**src/rtl/decode_stage_if.sv**
```systemverilog
// Decode-stage bus: fetch-side inputs, write-back port, hazard stall and ID/EX outputs.
// The master side drives fetch/write-back; the slave side is the decode stage.
interface decode_stage_if;
  logic [15:0] instr;
  logic [15:0] pcIn;
  logic        flush;
  logic        wbEn;
  logic [2:0]  wbReg;
  logic [15:0] wbData;
  logic        stall;
  logic [15:0] exInstr;
  logic [15:0] exPc;
  logic [15:0] exRsData;
  logic [15:0] exRtData;
  logic [15:0] exImm;
  logic [2:0]  exDest;
  logic        exRegWrite;
  logic        exMemRead;
  logic        halt;

  modport master (
    output instr, pcIn, flush, wbEn, wbReg, wbData,
    input  stall, exInstr, exPc, exRsData, exRtData, exImm, exDest, exRegWrite, exMemRead,
           halt
  );

  modport slave (
    input  instr, pcIn, flush, wbEn, wbReg, wbData,
    output stall, exInstr, exPc, exRsData, exRtData, exImm, exDest, exRegWrite, exMemRead,
           halt
  );
endinterface

```
**src/rtl/decode_stage.sv**
```systemverilog
// Decode stage: register file with write-first bypass, load-use hazard detection,
// immediate/control decode and the ID/EX pipeline register with sticky halt.
module decode_stage (
  input logic           clk,
  input logic           rst,
  decode_stage_if.slave bus
);
  localparam logic [15:0] NopInstr = 16'h0800;

  logic [4:0] op;
  logic [2:0] rs, rt, rd;

  logic [15:0] regFile [8];

  logic [15:0] rsData, rtData, imm;
  logic [2:0]  dest;
  logic        regWrite, memRead;
  logic        isHalt, bubble, stall;

  logic [15:0] exInstrQ, exPcQ, exRsDataQ, exRtDataQ, exImmQ;
  logic [2:0]  exDestQ;
  logic        exRegWriteQ, exMemReadQ, haltQ, haltD;

  assign op = bus.instr[15:11];
  assign rs = bus.instr[10:8];
  assign rt = bus.instr[7:5];
  assign rd = bus.instr[4:2];

  // Write-first bypass so a same-cycle write-back is seen by the instruction being decoded.
  assign rsData = (bus.wbEn && bus.wbReg == rs) ? bus.wbData : regFile[rs];
  assign rtData = (bus.wbEn && bus.wbReg == rt) ? bus.wbData : regFile[rt];

  always_comb begin
    dest     = 3'd0;
    regWrite = 1'b0;
    memRead  = 1'b0;
    casez (op)
      5'b11001, 5'b11011, 5'b11010, 5'b111??: begin
        dest     = rd;
        regWrite = 1'b1;
      end
      5'b10000: dest = rt;
      5'b10011: begin
        dest     = rs;
        regWrite = 1'b1;
      end
      5'b10001: begin
        dest     = rt;
        regWrite = 1'b1;
        memRead  = 1'b1;
      end
      5'b010??, 5'b101??: begin
        dest     = rt;
        regWrite = 1'b1;
      end
      5'b11000, 5'b10010: begin
        dest     = rs;
        regWrite = 1'b1;
      end
      5'b00110, 5'b00111: begin
        dest     = 3'd7;
        regWrite = 1'b1;
      end
      default: ;
    endcase
  end

  always_comb begin
    imm = {{11{bus.instr[4]}}, bus.instr[4:0]};
    casez (op)
      5'b00100, 5'b00110: imm = {{5{bus.instr[10]}}, bus.instr[10:0]};
      5'b00101, 5'b00111, 5'b011??, 5'b11000, 5'b10010:
        imm = {{8{bus.instr[7]}}, bus.instr[7:0]};
      5'b01010, 5'b01011: imm = {11'd0, bus.instr[4:0]};
      default: ;
    endcase
  end

  // rs/rt are compared for every opcode: false stalls are harmless, missed ones are not.
  assign stall = rst & ~bus.flush & ~haltQ & exMemReadQ & exRegWriteQ &
                 ((exDestQ == rs) | (exDestQ == rt));

  assign isHalt = (op == 5'b00000);
  assign bubble = bus.flush | stall | haltQ | isHalt;
  assign haltD  = haltQ | (isHalt & ~bus.flush & ~stall);

  always_ff @(posedge clk) begin
    if (!rst) begin
      for (int i = 0; i < 8; i++) regFile[i] <= 16'd0;
    end else if (bus.wbEn) begin
      regFile[bus.wbReg] <= bus.wbData;
    end
  end

  always_ff @(posedge clk) begin
    if (!rst || bubble) begin
      exInstrQ    <= NopInstr;
      exPcQ       <= 16'd0;
      exRsDataQ   <= 16'd0;
      exRtDataQ   <= 16'd0;
      exImmQ      <= 16'd0;
      exDestQ     <= 3'd0;
      exRegWriteQ <= 1'b0;
      exMemReadQ  <= 1'b0;
    end else begin
      exInstrQ    <= bus.instr;
      exPcQ       <= bus.pcIn;
      exRsDataQ   <= rsData;
      exRtDataQ   <= rtData;
      exImmQ      <= imm;
      exDestQ     <= dest;
      exRegWriteQ <= regWrite;
      exMemReadQ  <= memRead;
    end
  end

  always_ff @(posedge clk) begin
    if (!rst) haltQ <= 1'b0;
    else      haltQ <= haltD;
  end

  assign bus.stall      = stall;
  assign bus.exInstr    = exInstrQ;
  assign bus.exPc       = exPcQ;
  assign bus.exRsData   = exRsDataQ;
  assign bus.exRtData   = exRtDataQ;
  assign bus.exImm      = exImmQ;
  assign bus.exDest     = exDestQ;
  assign bus.exRegWrite = exRegWriteQ;
  assign bus.exMemRead  = exMemReadQ;
  assign bus.halt       = haltQ;
endmodule

```
**src/flat_wrapper.sv**
```systemverilog
// flat-port wrapper written by rule: the top's interface ports become plain ports
module decode_stage_flat 
  (clk, rst, bus_instr, bus_pcIn, bus_flush, bus_wbEn, bus_wbReg, bus_wbData, bus_stall, bus_exInstr, bus_exPc, bus_exRsData, bus_exRtData, bus_exImm, bus_exDest, bus_exRegWrite, bus_exMemRead, bus_halt);
  decode_stage_if bus_i ();
  input logic clk;
  input logic rst;
  input wire logic [$bits(bus_i.instr)-1:0] bus_instr;
  input wire logic [$bits(bus_i.pcIn)-1:0] bus_pcIn;
  input wire logic [$bits(bus_i.flush)-1:0] bus_flush;
  input wire logic [$bits(bus_i.wbEn)-1:0] bus_wbEn;
  input wire logic [$bits(bus_i.wbReg)-1:0] bus_wbReg;
  input wire logic [$bits(bus_i.wbData)-1:0] bus_wbData;
  output wire logic [$bits(bus_i.stall)-1:0] bus_stall;
  output wire logic [$bits(bus_i.exInstr)-1:0] bus_exInstr;
  output wire logic [$bits(bus_i.exPc)-1:0] bus_exPc;
  output wire logic [$bits(bus_i.exRsData)-1:0] bus_exRsData;
  output wire logic [$bits(bus_i.exRtData)-1:0] bus_exRtData;
  output wire logic [$bits(bus_i.exImm)-1:0] bus_exImm;
  output wire logic [$bits(bus_i.exDest)-1:0] bus_exDest;
  output wire logic [$bits(bus_i.exRegWrite)-1:0] bus_exRegWrite;
  output wire logic [$bits(bus_i.exMemRead)-1:0] bus_exMemRead;
  output wire logic [$bits(bus_i.halt)-1:0] bus_halt;
  assign bus_i.instr = bus_instr;
  assign bus_i.pcIn = bus_pcIn;
  assign bus_i.flush = bus_flush;
  assign bus_i.wbEn = bus_wbEn;
  assign bus_i.wbReg = bus_wbReg;
  assign bus_i.wbData = bus_wbData;
  assign bus_stall = bus_i.stall;
  assign bus_exInstr = bus_i.exInstr;
  assign bus_exPc = bus_i.exPc;
  assign bus_exRsData = bus_i.exRsData;
  assign bus_exRtData = bus_i.exRtData;
  assign bus_exImm = bus_i.exImm;
  assign bus_exDest = bus_i.exDest;
  assign bus_exRegWrite = bus_i.exRegWrite;
  assign bus_exMemRead = bus_i.exMemRead;
  assign bus_halt = bus_i.halt;
  decode_stage u_core (.clk(clk), .rst(rst), .bus(bus_i));
endmodule
```
**config.mk**
```make
export PLATFORM = sky130hd
export DESIGN_NAME = decode_stage_flat
export DESIGN_NICKNAME = d
export VERILOG_FILES = /design/src/rtl/decode_stage_if.sv /design/src/rtl/decode_stage.sv /design/src/flat_wrapper.sv
export SDC_FILE = /design/constraint.sdc
export NUM_CORES = 1
export LEC_CHECK = 0
export BUFFER_PORTS_ARGS = -buffer_cell sky130_fd_sc_hd__buf_2
export CAP_MARGIN = 20
export CORE_UTILIZATION = 28
export CTS_CLUSTER_DIAMETER = 80
export CTS_CLUSTER_SIZE = 30
export DETAILED_ROUTE_END_ITERATION = 7
export PLACE_DENSITY = 0.5
export SLEW_MARGIN = 20
export SYNTH_ARGS = -nofsm -noshare
export SYNTH_HDL_FRONTEND = slang
export SYNTH_SLANG_ARGS = --single-unit
```
**constraint.sdc**
```tcl
create_clock -name clk -period 3.2 [get_ports clk]
set_input_delay 0.64 -clock clk [delete_from_list [all_inputs] [get_ports clk]]
set_output_delay 0.64 -clock clk [all_outputs]
set_load 0.02 [all_outputs]
```
==> flow_metrics.env, run 1 <==
export IMPL_status="completed"
export IMPL_ys_ff_latch=204
export IMPL_vias_per_cell=5.12
export IMPL_dp_hpwl_um=22600
export IMPL_hold_path_class="in2reg"
export IMPL_leakagePower_nw=4.52
export IMPL_start_util_pct=28.7
export IMPL_route_detailed_drc=0
export IMPL_first_pass_iters=5
export IMPL_cts_buffers=14
export IMPL_hold_viol_final=0
export IMPL_clock_fmax_mhz=341
export IMPL_cpPeakStageDelay_ns=0.55
export IMPL_avgSynthCellArea_um2=13.3
export IMPL_netlist_area_um2=9990
export IMPL_synthFlopType="edfxtp_1"
export IMPL_grt_pass1_wl_um=46900
export IMPL_nets=945
export IMPL_synth_fp_nets=805
export IMPL_layout_worst_path_cycle_share_pct=91.8
export IMPL_synth_area_leaders="edfxtp_1, dfxtp_1, mux4_2"
export IMPL_startpoint_type="flip-flop"
export IMPL_place_gp_congestion=0.818
export IMPL_yosys_area_top_type="edfxtp_1"
export IMPL_post_cts_resized=0
export IMPL_grt_max_degree=31
export IMPL_r2r_start="u_core.bus.exDest[1]"
export IMPL_syn2layout_area_growth_pct=17.9
export IMPL_cp_arrival_ns=2.30
export IMPL_relSlewSlack_pct=60.5
export IMPL_yosysWarnings=0
export IMPL_tightest_slew_ns=0.588
export IMPL_wirelength_um=32400
export IMPL_synthCells=750
export IMPL_ctsHoldBuffers=0
export IMPL_critPathCaptureType="primary output"
export IMPL_maxSlewViolCount=0
export IMPL_period_minus_slack_ns=2.94
export IMPL_grt_setup_unrepaired="no"
export IMPL_rows=68
export IMPL_critical_path_required_ns=2.56
export IMPL_ant_nets=0
export IMPL_yosys_area_top_type_share_pct=38.5
export IMPL_h_tree_depth=1
export IMPL_max_cap_violations=0
export IMPL_skew_ns=0.0420
export IMPL_cts_clk_slew_worst_paths_ns=0.10
export IMPL_setup_violations=0
export IMPL_crit_chain="xnor2_1 > nand3_1 > o22a_1 > nor2_1 > buf_2"
export IMPL_cp_max_fo=3
export IMPL_cpMaxStageDelayCell="xnor2_1"
export IMPL_postCtsSetupBuffers=0
export IMPL_crit_start="u_core.bus.exDest[1]"
export IMPL_setup_tns_ns=0
export IMPL_fp_dieW_um=191
export IMPL_async_flop_share_pct=0
export IMPL_vias=6935
export IMPL_postLayoutCellArea_um2=11800
export IMPL_post_synth_top_count_cell="and2_1"
export IMPL_design_die_area_um2=36500
export IMPL_cts_root_buf="clkbuf_16"
export IMPL_irDropWorstVdd_uv=365
export IMPL_clockBufferDepth=3
export IMPL_core_um2=34800
export IMPL_whs_ns=0.325
export IMPL_synth_cell_type_count=47
export IMPL_ios=142
export IMPL_antenna_found_initial=1
export IMPL_port_buffers=141
export IMPL_cts_tree="built"
export IMPL_criticalPathCategory="reg2out"
export IMPL_grt_pass1_vias=6940
export IMPL_hold_path_startpoint="bus_flush"
export IMPL_synth_edff_count=128
export IMPL_die_h_um=191
export IMPL_initialDrtViolationCount=694
export IMPL_placed_cell_area_um2=11300
export IMPL_clk_latency_ns=0.51
export IMPL_synth_commonest_cells="and2_1, edfxtp_1, dfxtp_1"
export IMPL_powerDensity_nw_per_um2=490
export IMPL_clock_sinks=204
export IMPL_ys_seq_area_share_pct=53.7
export IMPL_grt_usage_pct=17.7
export IMPL_layout_drive_gt1_share_pct=34.6
export IMPL_wl_per_cell_um=23.9
export IMPL_overflow=0
cell families after synthesis:
logic type,count (synthesis),share of synthesized area (%)
xor+xnor,13,1.29
buf+inv,83,4.78
flops,204,53.7
mux,96,18.9
compound gates,67,4.36
simple gates,287,17.0
flip-flops by register name (all words and copies together) (netlist names):
register / count
u_core.bus.exMemRead: 1
u_core.bus.exRegWrite: 1
u_core.bus.exRtData: 16
u_core.bus.exPc: 16
u_core.regFile: 128
u_core.bus.exImm: 11
u_core.bus.exDest: 3
u_core.bus.exRsData: 16
u_core.bus.halt: 1
u_core.bus.exInstr: 11
worst paths after layout:
kind,endpoint,slack [ns],cells after the start
setup / recovery,bus_stall,0.26,5
hold / removal,u_core.bus.halt,0.33,2
setup reg to reg,u_core.bus.exRtData[9],0.88,5
hold reg to reg,u_core.bus.halt,0.51,2
power by group:
part | switching [mW] | internal, mW | total (mW)
logic | 0.511 | 0.370 | 0.881
registers | 0.0782 | 2.94 | 3.02
clock network | 0.975 | 0.891 | 1.87
metrics by stage:
stage / power [mW] / worst slack [ns] / utilization [%] / std cells
2_1_floorplan: 3.61 / 0.546 / - / 750
4_1_cts: 5.83 / 0.207 / 33.8 / 1353
6_report: 5.77 / 0.264 / 33.9 / 1354
3_3_place_gp: 3.96 / 0.417 / 32.6 / 1329
3_5_place_dp: 3.97 / 0.440 / 32.6 / 1329
5_1_grt: 5.98 / 0.125 / 33.8 / 1353
layer usage:
layer	part of all wire (%)	vias up	track usage, %
met5	0	-	0
met4	1.9	0	4.71
met3	8.0	42	3.73
met2	47	302	28.8
met1	43	3448	23.6
li1	-	3143	-
area by class of cell:
cell class / instances / area [um2]
antenna: 1 / 2.50
inverter: 7 / 26.3
timing repair buffer: 200 / 1170
clock buffer: 17 / 383
clock inverter: 7 / 63.8
multi-input combinational: 463 / 4200
fill: 3469 / 23000
tap: 455 / 569
sequential: 204 / 5370
cells in the final DEF (no fill, tap or decap), types with 3 or more instances in the layout:
master,n
a2111oi_1,3
a211oi_1,7
a21oi_1,32
a21oi_2,3
a31oi_1,3
and2_1,130
and3_1,25
buf_2,141
buf_4,57
clkbuf_16,15
dfxtp_1,76
edfxtp_1,128
inv_1,7
mux2_2,32
mux4_1,22
mux4_2,42
nand2_1,21
nand2b_1,9
nand3_1,7
nor2_1,12
nor3_1,8
nor3_2,4
nor4_1,64
o21ai_2,3
o221ai_1,3
xnor2_1,11
worst max-delay path, delay by kind of cell (launching register included):
family                 cells  cell delay [ns]
XOR/XNOR                   1             0.55
flip-flops                 1             0.47
AND/OR/NAND/NOR            2             0.35
AO/OA/AOI/OAI              1             0.26
buffers and inverters      1             0.18
Power figures use the tool's default switching activity.
==> run 2, diff against run 1 <==
--- a/config.mk
+++ b/config.mk
@@ -12,6 +12,7 @@
 export CTS_CLUSTER_SIZE = 30
 export DETAILED_ROUTE_END_ITERATION = 7
 export PLACE_DENSITY = 0.5
+export SETUP_SLACK_MARGIN = 0.3
 export SLEW_MARGIN = 20
 export SYNTH_ARGS = -nofsm -noshare
 export SYNTH_HDL_FRONTEND = slang
==> constraint.sdc (replaced) <==
create_clock -name clk -period 3.05 [get_ports clk]
set_input_delay 0.61 -clock clk [delete_from_list [all_inputs] [get_ports clk]]
set_output_delay 0.61 -clock clk [all_outputs]
set_load 0.02 [all_outputs]
==> run 2 against run 1 <==
Critical endpoint unchanged; critical path depth did not move; flip-flop and latch count did not move; first-iteration DRC count fell by 20%; clock power rose by 11%; utilization rose by 0.31 points; sequential power rose by 5%.
==> flow_metrics.env, run 2 (synthesis gave the netlist of run 1 again) <==
export IMPL_setup_violations=0
export IMPL_wirelength_um=32400
export IMPL_grt_usage_pct=17.9
export IMPL_clk_latency_ns=0.49
export IMPL_overflow=0
export IMPL_leakagePower_nw=4.56
export IMPL_clock_sinks=204
export IMPL_place_gp_congestion=0.815
export IMPL_initialDrtViolationCount=558
export IMPL_clock_fmax_mhz=379
export IMPL_startpoint_type="flip-flop"
export IMPL_criticalPathCategory="reg2out"
export IMPL_tightest_slew_ns=0.778
export IMPL_wl_per_cell_um=23.9
export IMPL_ant_nets=0
export IMPL_grt_pass1_vias=7077
export IMPL_endpoint="bus_stall"
export IMPL_cts_buffers=14
export IMPL_critPathCaptureType="primary output"
export IMPL_ios=142
export IMPL_period_minus_slack_ns=2.64
export IMPL_reg2reg_depth=5
export IMPL_largest_register_ffs=128
export IMPL_final_cell_mix="buf_2, and2_1, edfxtp_1"
export IMPL_grt_setup_unrepaired="no"
export IMPL_hold_viol_final=0
export IMPL_h_tree_depth=1
export IMPL_cp_max_fo=3
export IMPL_pre_cts_slack_ns=0.566
export IMPL_rows=68
export IMPL_critical_path_required_ns=2.44
export IMPL_irDropWorstVdd_uv=283
export IMPL_setup_slack_ns=0.413
export IMPL_crit_family="flip-flops"
export IMPL_cpMaxStageDelayCell="dfxtp_1"
export IMPL_r2r_end="u_core.bus.exRsData[15]"
export IMPL_crit_start="u_core.bus.exDest[0]"
export IMPL_first_pass_iters=5
export IMPL_post_cts_resized=0
export IMPL_cpPeakStageDelay_ns=0.57
export IMPL_core_um2=34800
export IMPL_vias=6972
export IMPL_design_die_area_um2=36500
export IMPL_placed_cell_area_um2=11400
export IMPL_relSlewSlack_pct=47.7
export IMPL_syn2layout_area_growth_pct=18.9
export IMPL_nets=946
export IMPL_hold_path_class="in2reg"
export IMPL_vias_per_cell=5.15
export IMPL_dp_hpwl_um=22500
export IMPL_powerDensity_nw_per_um2=520
export IMPL_n_fill_cell=3391
export IMPL_grt_max_degree=34
export IMPL_max_cap_violations=0
export IMPL_start_util_pct=28.7
export IMPL_r2r_start="u_core.bus.exDest[0]"
export IMPL_fp_dieW_um=191
export IMPL_clockBufferDepth=3
export IMPL_ctsHoldBuffers=0
export IMPL_crit_cells=5
export IMPL_crit_chain="xnor2_1 > nand2_1 > o22a_1 > nor2_1 > buf_2"
export IMPL_post_route_util_pct=34.2
export IMPL_r2r_setup_slack_ns=0.82
export IMPL_setup_tns_ns=0
export IMPL_skew_ns=0.0178
export IMPL_maxSlewViolCount=0
export IMPL_status="completed"
export IMPL_die_h_um=191
export IMPL_layout_worst_path_cycle_share_pct=86.5
export IMPL_antenna_found_initial=1
export IMPL_port_buffers=141
export IMPL_cts_root_buf="clkbuf_16"
export IMPL_worst_path_buf_inv=1
export IMPL_layout_drive_gt1_share_pct=35.0
export IMPL_cp_arrival_ns=2.03
export IMPL_cts_tree="built"
export IMPL_largest_register="u_core.regFile"
export IMPL_final_common_cell="buf_2"
export IMPL_cts_clk_slew_worst_paths_ns=0.10
export IMPL_grt_pass1_wl_um=47400
export IMPL_postLayoutCellArea_um2=11900
export IMPL_postCtsSetupBuffers=0
export IMPL_route_detailed_drc=0
## run 2: cell count changes in the layout (fill, tap and decap cells not counted)
cell,delta
clkbuf_16,+1
buf_12,+4
buf_4,-3
clkbuf_1,-2
inv_2,+1
xnor2_2,+1
clkinv_2,-1
inv_16,+1
inv_8,-1
xnor2_1,-1
clkinv_8,+1
## run 2: cell type report
type	instances	area (um2)	share of cell area, %
Clock inverter	8	87.6	0.737
Multi-Input combinational cell	463	4200	35.4
Antenna cell	1	2.50	0.0211
Sequential cell	204	5370	45.1
Timing Repair Buffer	201	1230	10.4
Tap cell	455	569	4.79
Clock buffer	16	400	3.37
Inverter	7	26.3	0.221
## run 2: metrics by stage
step                hold slack, ns  std cells  total power, mW
global placement             0.471       1330             4.16
global route                 0.320       1354             6.42
CTS                          0.310       1354             6.25
finish                       0.327       1355             6.19
detailed placement           0.480       1330             4.17
floorplan                    0.552        750             3.79
## run 2: power breakdown
group	switching [mW]	internal (mW)
sequential	0.0818	3.09
combinational	0.538	0.398
clock	1.08	1.00
## run 2: worst min path at each step
stage                               start                 end  slack (ns)  cells after the start
after floorplan           u_core.bus.halt     u_core.bus.halt        0.55                      2
after global placement    u_core.bus.halt     u_core.bus.halt        0.47                      2
after detailed placement  u_core.bus.halt     u_core.bus.halt        0.48                      2
after CTS                       bus_flush     u_core.bus.halt        0.31                      2
after global routing          bus_pcIn[4]  u_core.bus.exPc[4]        0.32                      2
final                           bus_flush     u_core.bus.halt        0.33                      2
## run 2: routing by layer
metal	wire [um]	track usage, %	vias to the layer above
li1	-	-	3147
met1	14600	24.5	3536
met2	15100	29.3	256
met3	1990	2.61	33
met4	740	5.17	0
met5	0	0	-
## run 2: worst register-to-register path: stages, from the launching register on
cell     delay, ns
dfxtp_1       0.57
xnor2_1       0.21
nand2_1       0.21
o22ai_4       0.11
buf_4         0.22
nor4_1        0.73
